[src/rtl/crc_serial_engine.sv]
// crc_serial_engine: parametrised serial CRC engine.
// Accumulates a CRC over an LSB-first serial bit stream, serialises the
// finished CRC MSB-first on request, and flags a good packet by comparing
// the register against a residue constant.
// Optional feature macro: CRC_BIT_COUNT_EN adds the bit_cnt output.
module crc_serial_engine #(
    parameter int unsigned WIDTH   = 16,
    parameter logic [31:0] POLY    = 32'h0000_8005,
    parameter logic [31:0] INIT    = 32'h0000_0000,
    parameter logic [31:0] XOR_OUT = 32'h0000_0000,
    parameter logic [31:0] RESIDUE = 32'h0000_0000
) (
    input  logic             clk,
    input  logic             nRst,
    input  logic             din,
    input  logic             shiftEn,
    input  logic             clear,
    input  logic             emit,
    output logic [WIDTH-1:0] crc,
    output logic             crc_ok,
    output logic             dout,
    output logic             dout_valid,
    output logic             emit_done
`ifdef CRC_BIT_COUNT_EN
    ,
    output logic [15:0]      bit_cnt
`endif
);

    localparam logic [WIDTH-1:0] POLY_W    = POLY[WIDTH-1:0];
    localparam logic [WIDTH-1:0] INIT_W    = INIT[WIDTH-1:0];
    localparam logic [WIDTH-1:0] XOR_W     = XOR_OUT[WIDTH-1:0];
    localparam logic [WIDTH-1:0] RESIDUE_W = RESIDUE[WIDTH-1:0];
    localparam int unsigned      CNT_W     = $clog2(WIDTH + 1);

    typedef enum logic {ACCUM, EMIT} state_t;

    state_t             state;
    state_t             state_next;
    logic [WIDTH-1:0]   crc_reg;
    logic [WIDTH-1:0]   next_reg;
    logic [WIDTH-1:0]   shifted;
    logic [WIDTH-1:0]   shadow;
    logic [CNT_W-1:0]   emit_cnt;
    logic               fb;
    logic               accum_step;
    logic               last_bit;

    // Register update for one accumulated bit, and detection of the final emitted bit.
    always_comb begin
        fb         = din ^ crc_reg[WIDTH-1];
        shifted    = {crc_reg[WIDTH-2:0], 1'b0} ^ (fb ? POLY_W : '0);
        accum_step = (state == ACCUM) && shiftEn;
        next_reg   = accum_step ? shifted : crc_reg;
        last_bit   = (state == EMIT) && shiftEn && (emit_cnt == CNT_W'(1));
    end

    // State register.
    always_ff @(posedge clk or negedge nRst) begin
        if (!nRst) state <= ACCUM;
        else       state <= state_next;
    end

    // Next-state logic: clear wins, emit is only honoured while accumulating.
    always_comb begin
        state_next = state;
        if (clear) begin
            state_next = ACCUM;
        end else begin
            case (state)
                ACCUM:   if (emit)     state_next = EMIT;
                EMIT:    if (last_bit) state_next = ACCUM;
                default: state_next = ACCUM;
            endcase
        end
    end

    // Datapath: CRC register, emit shadow, emit counter and completion pulse.
    always_ff @(posedge clk or negedge nRst) begin
        if (!nRst) begin
            crc_reg   <= INIT_W;
            shadow    <= '0;
            emit_cnt  <= '0;
            emit_done <= 1'b0;
        end else begin
            emit_done <= 1'b0;
            if (clear) begin
                crc_reg  <= INIT_W;
                emit_cnt <= '0;
            end else if (state == ACCUM) begin
                crc_reg <= next_reg;
                if (emit) begin
                    // Snapshot includes a bit accumulated on this same edge.
                    shadow   <= next_reg ^ XOR_W;
                    emit_cnt <= CNT_W'(WIDTH);
                end
            end else if (shiftEn) begin
                shadow   <= {shadow[WIDTH-2:0], 1'b0};
                emit_cnt <= emit_cnt - CNT_W'(1);
                if (last_bit) begin
                    crc_reg   <= INIT_W;
                    emit_done <= 1'b1;
                end
            end
        end
    end

    // Outputs derived from state and registers.
    always_comb begin
        crc        = crc_reg ^ XOR_W;
        crc_ok     = (crc_reg == RESIDUE_W);
        dout_valid = (state == EMIT);
        dout       = (state == EMIT) ? shadow[WIDTH-1] : 1'b0;
    end

`ifdef CRC_BIT_COUNT_EN
    // Saturating count of data bits accumulated since reset, clear or emit completion.
    always_ff @(posedge clk or negedge nRst) begin
        if (!nRst) begin
            bit_cnt <= '0;
        end else if (clear || last_bit) begin
            bit_cnt <= '0;
        end else if (accum_step && (bit_cnt != 16'hFFFF)) begin
            bit_cnt <= bit_cnt + 16'd1;
        end
    end
`endif

endmodule
[config.mk]
export PLATFORM = sky130hd
export DESIGN_NAME = crc_serial_engine
export DESIGN_NICKNAME = d
export VERILOG_FILES = /design/src/rtl/crc_serial_engine.sv
export SDC_FILE = /design/constraint.sdc
export NUM_CORES = 1
export LEC_CHECK = 0
export ABC_AREA = 1
export CAP_MARGIN = 20
export CORE_MARGIN = 1.5
export CORE_UTILIZATION = 54
export CTS_CLUSTER_SIZE = 28
export DETAILED_ROUTE_END_ITERATION = 10
export GPL_ROUTABILITY_DRIVEN = 0
export PLACE_DENSITY = 0.78
export SLEW_MARGIN = 20
export SYNTH_ARGS = -nofsm -noshare
export SYNTH_HDL_FRONTEND = slang
export SYNTH_SLANG_ARGS = --single-unit
[constraint.sdc]
create_clock -name clk -period 1.5 [get_ports clk]
set_input_delay 0.3 -clock clk [delete_from_list [all_inputs] [get_ports clk]]
set_output_delay 0.3 -clock clk [all_outputs]
set_load 0.005 [all_outputs]
==> results of run 1 <==
## critical path, stage by stage (launching register included)
cell	delay (ns)
dfrtp_1	0.43
nor4_4	0.32
nand2_1	0.08
nor2_1	0.11
buf_2	0.12
## metal layers
| metal | GRT usage | wire [microns] |
|---|---|---|
| met5 | 0 | 0 |
| met4 | 0.1033 | 187 |
| met3 | 0.06071 | 409 |
| met2 | 0.4474 | 3182 |
| met1 | 0.3689 | 2487 |
## power breakdown
group	switching, W	internal, W
logic	0.000419	0.000430
registers	0.000139	0.00119
clock network	0.000389	0.000665
total	0.000947	0.00228
## synthesized netlist by cell type, drive strengths merged
cell      n
dfrtp    39
nand2    35
inv      32
a21oi    28
o21ai    19
nand3    14
o22ai    14
a2bb2oi  13
buf       8
nor2      7
clkbuf    3
nor4      3
ha        2
nand4     2
or2       2
xor2      2
nor3      1
o211ai    1
## how the worst min path moves through the flow
stage                     startpoint         to  slack (ns)  cells after the start
after floorplan                 nRst     crc[0]       0.004                      0
after global placement          nRst     crc[2]        0.30                      1
after detailed placement        nRst     crc[2]        0.30                      1
after CTS                  shadow[0]  shadow[0]        0.50                      2
after global routing       shadow[0]  shadow[0]        0.53                      2
final                      shadow[0]  shadow[0]        0.50                      2
## stage by stage
step / setup slack (ns) / hold slack (ns) / power (W)
final: -0.1732 / 0.5050 / 0.003227
after global routing: -0.2530 / 0.5313 / 0.003340
after CTS: -0.1129 / 0.4986 / 0.003009
after detailed placement: -0.2427 / 0.2975 / 0.001973
after global placement: -0.2275 / 0.2961 / 0.001948
after floorplan: 0.2769 / 0.004409 / 0.001666
## kinds of logic after synthesis
logic type	after synthesis	share of synthesized area
buffers and inverters	43	0.09748
AND/OR/NAND/NOR	64	0.1516
XOR/XNOR	2	0.008807
adder cells (fa/ha/maj)	2	0.01258
flip-flops	39	0.4906
AO/OA/AOI/OAI	75	0.2390
## final cells by class
class,count,area [sq um]
well taps,46,57.56
flip-flops and latches,39,977.2
clock buffers,6,72.57
inverters,32,127.6
multi-input cells,143,1017
repair buffers,74,665.6
fillers,169,464.2
clock inverters,2,60.06
## what timing repair did
item | CTS | global route
endpoints found under the hold margin | 20 | 0
resized for setup | 30 | 38
setup endpoints to repair | 24 | 17
buffers inserted | 4 | 7
hold buffers | 1 | 0
pin swaps | 5 | 6
==> run_results.csv, run 1 <==
group,metric,value,unit
run_status,status,"finished, violations left",
run_status,violations,"setup timing",
global_route,grtUsageTotal,0.2781,
sta,fmax,597.7,MHz
drt,drc,0,
sta,tightest_slew,0.5039,ns
sta,tns,-0.1732,ns
synth,syn_inst,225,
placement,port_buffers,25,
floorplan,core_area,0.003442,sq mm
sta,fin_ws,-0.1732,ns
synth,avgSynthCellArea,8.842,sq um
sta,maxSlewHeadroom,0.6641,
synth,yosysUniqueCellTypes,28,
sta,setup_viol,1,
floorplan,die_area,0.004057,sq mm
power,pwr_density_cell,1084,mW/mm^2
floorplan,start_util,0.5780,
worst_setup_path,cp_max_fo,2,
drt,via_count,2078,
sta,slew_viol_final,0,
clocking,h-tree-depth,2,
synth,ys.warnings.count,0,
job,max-cap-violations,0,
layout,syn_to_final_growth,49.69,%
worst_setup_path,worstReg2RegStart,"dout_valid",
drt,wl,6267,microns
worst_setup_path,r2r_slack,0,ns
placement,dp_hpwl,3513,microns
layout,final_util,0.8651,
worst_setup_path,endpoint_kind,"output port",
worst_setup_path,startpoint_type,"flip-flop",
power,leakagePower,1.443,nW
clocking,root_buffer,"clkbuf_8",
worst_setup_path,startpoint,"crc[6]",
synth,synth-seq-cells,39,
synth,synthTopCellsByArea,"dfrtp_1, a21oi_1, nand2_1",
clocking,cts_tree,"built",
drt,antenna_left,0,
global_route,grt_pass1_wl,8618,microns
clocking,numCtsBuffers,5,
placement,dp.cells,322,
sta,fin_skew,0.008525,ns
layout,drive_gt1_frac,0.3311,
clocking,cts.clk_slew.worst_paths,0.08,ns
clocking,clk_latency,0.30,ns
synth,syn_nets,233,
floorplan,dieWidth,63.70,microns
floorplan,rows,21,
worst_setup_path,worstReg2RegEnd,"shadow[14]",
drt,drtIter0Drc,277,
floorplan,die_y,63.70,microns
worst_setup_path,required,1.20,ns
global_route,antenna_found_initial,0,
sta,layout_min_cycle_time,1.673,ns
drt,vias_per_cell,6.076,
hold_path,hold_class,"reg -> reg",
sta,finalCritPeriodShare,1.115,
clocking,clockBufferDepth,2,
sta,finalHoldViolCount,0,
drt,first_pass_iters,5,
floorplan,io_pins,26,
power,ir_drop,811.0,uV
synth,seq_area_frac_synth,0.4906,
clocking,cts_sinks,39,
layout,nets,303,
layout,layout_common_cells,"buf_4, dfrtp_1, nand2_1",
layout,stdcell_count,342,
sta,rsz0062_at_grt,"yes",
global_route,grt_max_degree,23,
synth,yosys.area.top_type,"dfrtp_1",
worst_setup_path,crit_end,"crc_ok",
placement,placed_area,0.002539,sq mm
global_route,grt_pass1_vias,1834,
worst_setup_path,reg2reg_depth,7,
layout,layout_commonest_cell,"buf_4",
synth,synth_area,0.001989,sq mm
layout,postLayoutCellArea,0.002978,sq mm
worst_setup_path,crit_type,"reg -> out",
drt,wl_per_cell,18.32,microns
synth,yosys.area.top_type_share,0.4906,
global_route,overflow,0,
worst_setup_path,cp_data_arrival_time,1.37,ns
layout,diodes,0,
Power figures use the tool's default switching activity.
==> inputs of run 2 (changes only) <==
- CTS_CLUSTER_DIAMETER: default -> 150
==> results of run 2 <==
The final DEF is identical to that of run 1; final timing and power are the same.
